<file path="src/rtl/two_bit_slice_sequencer.sv">
// two_bit_slice_sequencer
//   Computes a WIDTH-bit add with carry by reusing one external 2-bit ripple-adder slice
//   over WIDTH/2 cycles, least significant digit first.
//
//   Ports:
//     clk, rst                  clock; synchronous active-high reset
//     in_valid/in_ready         operand handshake (in_a, in_b, in_cin)
//     slice_a/b/cin             digit and carry driven to the shared slice (zero outside RUN)
//     slice_sum/cout            combinational result returned by the slice
//     out_valid/out_ready       result handshake (out_sum, out_cout, out_ovf; zero unless valid)
//     busy                      high while an operation is running or awaiting hand-off
module two_bit_slice_sequencer #(
    parameter int unsigned WIDTH = 8
) (
    input  logic             clk,
    input  logic             rst,
    input  logic             in_valid,
    output logic             in_ready,
    input  logic [WIDTH-1:0] in_a,
    input  logic [WIDTH-1:0] in_b,
    input  logic             in_cin,
    output logic [1:0]       slice_a,
    output logic [1:0]       slice_b,
    output logic             slice_cin,
    input  logic [1:0]       slice_sum,
    input  logic             slice_cout,
    output logic             out_valid,
    input  logic             out_ready,
    output logic [WIDTH-1:0] out_sum,
    output logic             out_cout,
    output logic             out_ovf,
    output logic             busy
);

    localparam int unsigned Digits = WIDTH / 2;
    localparam int unsigned IdxW   = (Digits > 1) ? $clog2(Digits) : 1;
    localparam logic [IdxW-1:0] LastIdx = IdxW'(Digits - 1);

    typedef enum logic [1:0] {StIdle, StRun, StDone} state_e;

    state_e           state_q, state_d;
    logic [IdxW-1:0]  idx_q, idx_d;
    logic             carry_q, carry_d;
    logic [WIDTH-1:0] sum_q, sum_d;
    logic [WIDTH-1:0] a_q, a_d;
    logic [WIDTH-1:0] b_q, b_d;

    // Bit offset of the current digit; shifts keep the digit select width-agnostic.
    logic [IdxW:0]    shamt;
    logic [WIDTH-1:0] a_sh, b_sh;

    assign shamt    = {idx_q, 1'b0};
    assign a_sh     = a_q >> shamt;
    assign b_sh     = b_q >> shamt;
    assign in_ready = (state_q == StIdle) && !rst;
    assign busy     = (state_q != StIdle);

    always_comb begin
        state_d   = state_q;
        idx_d     = idx_q;
        carry_d   = carry_q;
        sum_d     = sum_q;
        a_d       = a_q;
        b_d       = b_q;
        slice_a   = 2'b00;
        slice_b   = 2'b00;
        slice_cin = 1'b0;
        out_valid = 1'b0;
        out_sum   = '0;
        out_cout  = 1'b0;
        out_ovf   = 1'b0;

        unique case (state_q)
            StIdle: begin
                if (in_valid && in_ready) begin
                    a_d     = in_a;
                    b_d     = in_b;
                    carry_d = in_cin;
                    idx_d   = '0;
                    state_d = StRun;
                end
            end
            StRun: begin
                slice_a   = a_sh[1:0];
                slice_b   = b_sh[1:0];
                slice_cin = carry_q;
                sum_d     = (sum_q & ~(WIDTH'(2'b11) << shamt))
                          | (WIDTH'(slice_sum) << shamt);
                carry_d   = slice_cout;
                if (idx_q == LastIdx) begin
                    // idx parks on the last digit; it is cleared on the way back to IDLE.
                    state_d = StDone;
                end else begin
                    idx_d = idx_q + 1'b1;
                end
            end
            StDone: begin
                out_valid = 1'b1;
                out_sum   = sum_q;
                out_cout  = carry_q;
                out_ovf   = (a_q[WIDTH-1] == b_q[WIDTH-1]) && (sum_q[WIDTH-1] != a_q[WIDTH-1]);
                if (out_ready) begin
                    idx_d   = '0;
                    state_d = StIdle;
                end
            end
            default: state_d = StIdle;
        endcase
    end

    always_ff @(posedge clk) begin
        if (rst) begin
            state_q <= StIdle;
            idx_q   <= '0;
            carry_q <= 1'b0;
            sum_q   <= '0;
            a_q     <= '0;
            b_q     <= '0;
        end else begin
            state_q <= state_d;
            idx_q   <= idx_d;
            carry_q <= carry_d;
            sum_q   <= sum_d;
            a_q     <= a_d;
            b_q     <= b_d;
        end
    end

endmodule

</file>
<file path="config.mk">
export PLATFORM = sky130hd
export DESIGN_NAME = two_bit_slice_sequencer
export DESIGN_NICKNAME = d
export VERILOG_FILES = /design/src/rtl/two_bit_slice_sequencer.sv
export SDC_FILE = /design/constraint.sdc
export NUM_CORES = 1
export LEC_CHECK = 0
export BUFFER_PORTS_ARGS = -buffer_cell sky130_fd_sc_hd__buf_4
export CORE_MARGIN = 2
export CORE_UTILIZATION = 51
export DETAILED_ROUTE_END_ITERATION = 6
export HOLD_SLACK_MARGIN = 0.12
export PLACE_DENSITY_LB_ADDON = 0.2
export SLEW_MARGIN = 20
export SYNTH_ARGS = -nofsm -noshare
export SYNTH_HDL_FRONTEND = slang
export SYNTH_SLANG_ARGS = --single-unit
</file>
<file path="constraint.sdc">
create_clock -name clk -period 2.25 [get_ports clk]
set_input_delay 0.675 -clock clk [delete_from_list [all_inputs] [get_ports clk]]
set_output_delay 0.675 -clock clk [all_outputs]
set_load 0.02 [all_outputs]
</file>
=== Yosys cells after proc, flatten, opt, wreduce, memory -nomap -nowiden ===
Cells that the tools add are included.

* Add/subtract/negate cells: 1
* Equality and inequality tests: 9
* Shift-type cells: 4
* Muxes and demuxes: 16
* Bitwise logic cells: 3
* Reduce and logical (&&, ||, !) cells: 12

{| class="wikitable"
|+ Operators by type and width
! operator !! count
|-
| right shift 8 x 3 -> 2 bit || 2
|-
| 2-to-1 mux 2 bit || 7
|-
| case mux 2 bit (3 select lines) || 2
|-
| bitwise AND 8 bit || 1
|-
| 2-to-1 mux 8 bit || 1
|-
| NOT 8 bit || 1
|-
| bitwise OR 8 bit || 1
|-
| << shifter 2 x 3 -> 8 bit || 1
|-
| << shifter 2 x 3 -> 8 bit, first input constant || 1
|-
| inequality test 2 bit, second input constant || 3
|-
| 2-to-1 mux 1 bit || 5
|-
| equality test 2 bit, second input constant || 2
|-
| AND reduction 2 bit || 2
|-
| AND reduction 4 bit || 1
|-
| nonzero test 2 bit || 2
|-
| logical AND 1 bit || 3
|-
| AND reduction 3 bit || 1
|-
| nonzero test 3 bit || 1
|-
| adder 2 x 1 -> 2 bit, second input constant || 1
|-
| equality test 2 x 1 -> 1 bit, second input constant || 1
|-
| zero test 2 bit || 1
|-
| inequality test 2 x 1 -> 1 bit, second input constant || 1
|-
| case mux 1 bit (2 select lines) || 1
|-
| equality test 1 bit || 1
|-
| 2 further kinds || 2
|}

* Flip-flop bits (word level): 29
* Bits of input ports: 24
* Output and inout port bits: 18

=== Logic depth before layout (Yosys ltp) ===
* Depth after elaboration: 5
* Depth in mapped cells: 6
* Depth with buffers taken out: 5

=== Worst setup path after synthesis ===
Ideal clock, no wire load.

* Path kind: input to output
* Start point: input port rst
* End point: output port in_ready
* Arrival: 1.367 ns
* Slack: 0.208 ns
* Stages on the path: 3
* Path buffers: 2
* Cell sequence: clkbuf_1 -> clkbuf_1 -> nor2_1

* Word-level cells in the longest chain between the ends: 2

{| class="wikitable"
|+ RTL lines
! item !! RTL line !! RTL
|-
| start, declared || 16 || <nowiki>input logic rst,</nowiki>
|-
| zero test 1 bit || 55 || <nowiki>assign in_ready = (state_q == StIdle) && !rst;</nowiki>
|-
| logical AND 1 bit || 55 ||
|-
| end, declared || 18 || <nowiki>output logic in_ready,</nowiki>
|}

Every way passes these cells.

=== Worst setup path in the final report ===
* Start point: register idx_q[0]
* End point: output port slice_b[1]

* Word-level cells in the longest chain between the ends: 2

{| class="wikitable"
|+ RTL lines
! item !! RTL line !! RTL
|-
| start, declared || 42 || <nowiki>logic [IdxW-1:0] idx_q, idx_d;</nowiki>
|-
| start signal, assigned || 121 || <nowiki>idx_q <= idx_d;</nowiki>
|-
| right shift 8 x 3 -> 2 bit || 54 || <nowiki>assign b_sh = b_q >> shamt;</nowiki>
|-
| 2-to-1 mux 2 bit || 73 || <nowiki>unique case (state_q)</nowiki>
|-
| end, declared || 23 || <nowiki>output logic [1:0] slice_b,</nowiki>
|}

Every way passes these cells.

==> metrics.txt <==
largest net degree at the start of global routing 32; row cnt 19; clock root buffer clkbuf_4; Global Route Usage Sum 0.209; Arrival @ worst endpoint 1.51 ns; commonest cells after routing, fill and taps aside buf_4, dfxtp_1, nand2_1; layout cells sized above 1 0.335; Hold Fails Final Rpt 0; CP Data Required Time 1.57 ns; Vias 1,261; synthesized area 1470 um2; Layout area overhead 29.1%; Core Util, Final 0.690; Final HPWL DP 2.29 mm; initial drt markers 23; fin crit share 0.970; fillers 237; DRC Markers 0; vias in the first global route 1,215; area of the multi-input gates 826 um2; cts bufs inserted 5; Hold Path Class flip-flop to flip-flop; global route total overflow 0; clock latency on the worst-skew pair 0.32 ns; number of port buffers 41; # Post-CTS Setup Buffers 0; Seq cells post-synth 29; ys flop type dfxtp_1; VDD IR max 0.464 mV; post-synthesis sequential area ratio 0.394; Top Ports 42; LEAKAGE 0.000781 uW; Mean Syn Cell Area 8.88 um2; CTS tree built; Final setup viols 0; Async S/R FF share, synth 0; RSZ-0062 raised after global routing false; die width 57.8 um; H-tree Lvls 2; Period minus WS final 2.18 ns; TritonRoute pass-1 iters 4; WL/cell 12.7 um; antenna fix cells 0; Unique masters post-synth 31; crit path cell chain mux4_2, and2_4, buf_4; antenna violations before repair 0; Slowest cell on crit path mux4_2; chip height 57.8 um; sequential cell area 588 um2; Starting Density 0.534; Max Cap Viol 0; crit-path max FO 4; flop2flop setup slack 0.70 ns; Final #Nets 239; setup TNS 0 ns; critical path startpoint category flip-flop; Tightest Pin Transition 0.300 ns; total wire length 3.08 mm; post-synthesis cell count 166; max incr delay on CP 0.50 ns; max-slew violations 0; commonest non-fill, non-tap cell in the layout buf_4; CTS Buffer Depth 2; CTS Sinks 29; first-pass GRT wire length 5.27 mm; Clock transition at path regs 0.09 ns; EDFF count, synth 0; routability cong. 0.757; die area 3340 um2; Setup crit end kind output port; critical path class flip-flop to output port; Routed Antenna Nets 0; Slew HR 0.800; Vias/cell 5.19; status finished clean; yosys synthesis warning count 0; PD cells 534 nW/um2; Core Region 2760 um2; fmax 458 MHz; syn_nets 194; Max Clock Skew 0.00810 ns
[registers in the layout, indices dropped and copies added, names as in the netlist]
| register | count |
|---|---|
| a_q | 8 |
| b_q | 8 |
| carry_q | 1 |
| idx_q | 2 |
| state_q | 2 |
| sum_q | 8 |
[kinds of logic (layout without fill, tap and decap cells)]
logic type                 count (synthesis)  in the layout  synth area share
AOI/OAI and AO/OA                         30             30             0.126
adders and majority gates                  4              4            0.0340
buffers and inverters                     17             63            0.0526
DFF                                       29             29             0.394
muxes                                      5              5            0.0679
and+or+nand+nor                           81             81             0.325
[cell usage after synthesis, drive strengths merged, types with 4 or more instances]
| cell | number | share of area |
|---|---|---|
| a21oi | 5 | 0.017 |
| a32oi | 4 | 0.024 |
| and2 | 14 | 0.059 |
| buf | 6 | 0.024 |
| clkbuf | 6 | 0.016 |
| dfxtp | 29 | 0.39 |
| ha | 4 | 0.034 |
| inv | 5 | 0.013 |
| mux4 | 4 | 0.061 |
| nand2 | 20 | 0.051 |
| nand2b | 17 | 0.072 |
| nand3b | 6 | 0.031 |
| nor2 | 8 | 0.020 |
| nor2b | 5 | 0.021 |
| o21ai | 16 | 0.054 |
[through the flow]
step	hold WS (ns)	cell area [um2]	cells	total power (uW)	setup WS, ns
floorplan	0.432	1470	166	667	0.208
global placement	0.445	1830	235	728	0.301
detailed placement	0.446	1830	235	736	0.279
CTS	0.459	1880	243	1030	0.00173
global route	0.482	1900	243	1080	0.00148
finish	0.457	1900	243	1020	0.0682
[routing by layer]
layer,GRT usage,share of wire,vias up
met1,0.252,0.45,580
met5,0,0,-
met3,0.0759,0.045,2
li1,-,-,655
met4,0.0797,0.0081,0
met2,0.341,0.50,24
[final timing paths]
path              startpoint         end  depth (start not counted)
setup / recovery    idx_q[0]  slice_b[1]                          3
hold / removal      sum_q[6]    sum_q[6]                          2
setup reg to reg  state_q[0]     carry_q                          5
hold reg to reg     sum_q[6]    sum_q[6]                          2
[power breakdown]
part / internal [uW] / leakage, uW / total (uW) / switching [uW]
clock network: 124 / 0.0000265 / 290 / 165
registers: 540 / 0.000239 / 560 / 19.6
logic: 91.7 / 0.000516 / 167 / 74.9
total: 756 / 0.000781 / 1020 / 260
[layout make-up]
cell class / count / share of cell area
timing repair buffer: 50 / 0.201
inverter: 5 / 0.00986
sequential: 29 / 0.309
clock buffer: 8 / 0.0256
tap: 31 / 0.0204
multi-input combinational: 120 / 0.434
[repair_timing]
| action | 4_1_cts | 5_1_grt |
|---|---|---|
| gates resized for setup | 2 | 8 |
| pin swaps | 0 | 2 |
| endpoints found under the hold margin | 0 | 0 |
| endpoints found under the setup margin | 4 | 4 |
| hold buffers | 0 | 0 |
| cloned | 0 | 0 |
[worst max-delay path, delay by kind of cell, from the launching register on]
family | cells | cell delay (ns)
multiplexers | 1 | 0.50
buffers and inverters | 1 | 0.15
AND/OR/NAND/NOR | 1 | 0.15
flip-flops | 1 | 0.40
Power figures use the tool's default switching activity.
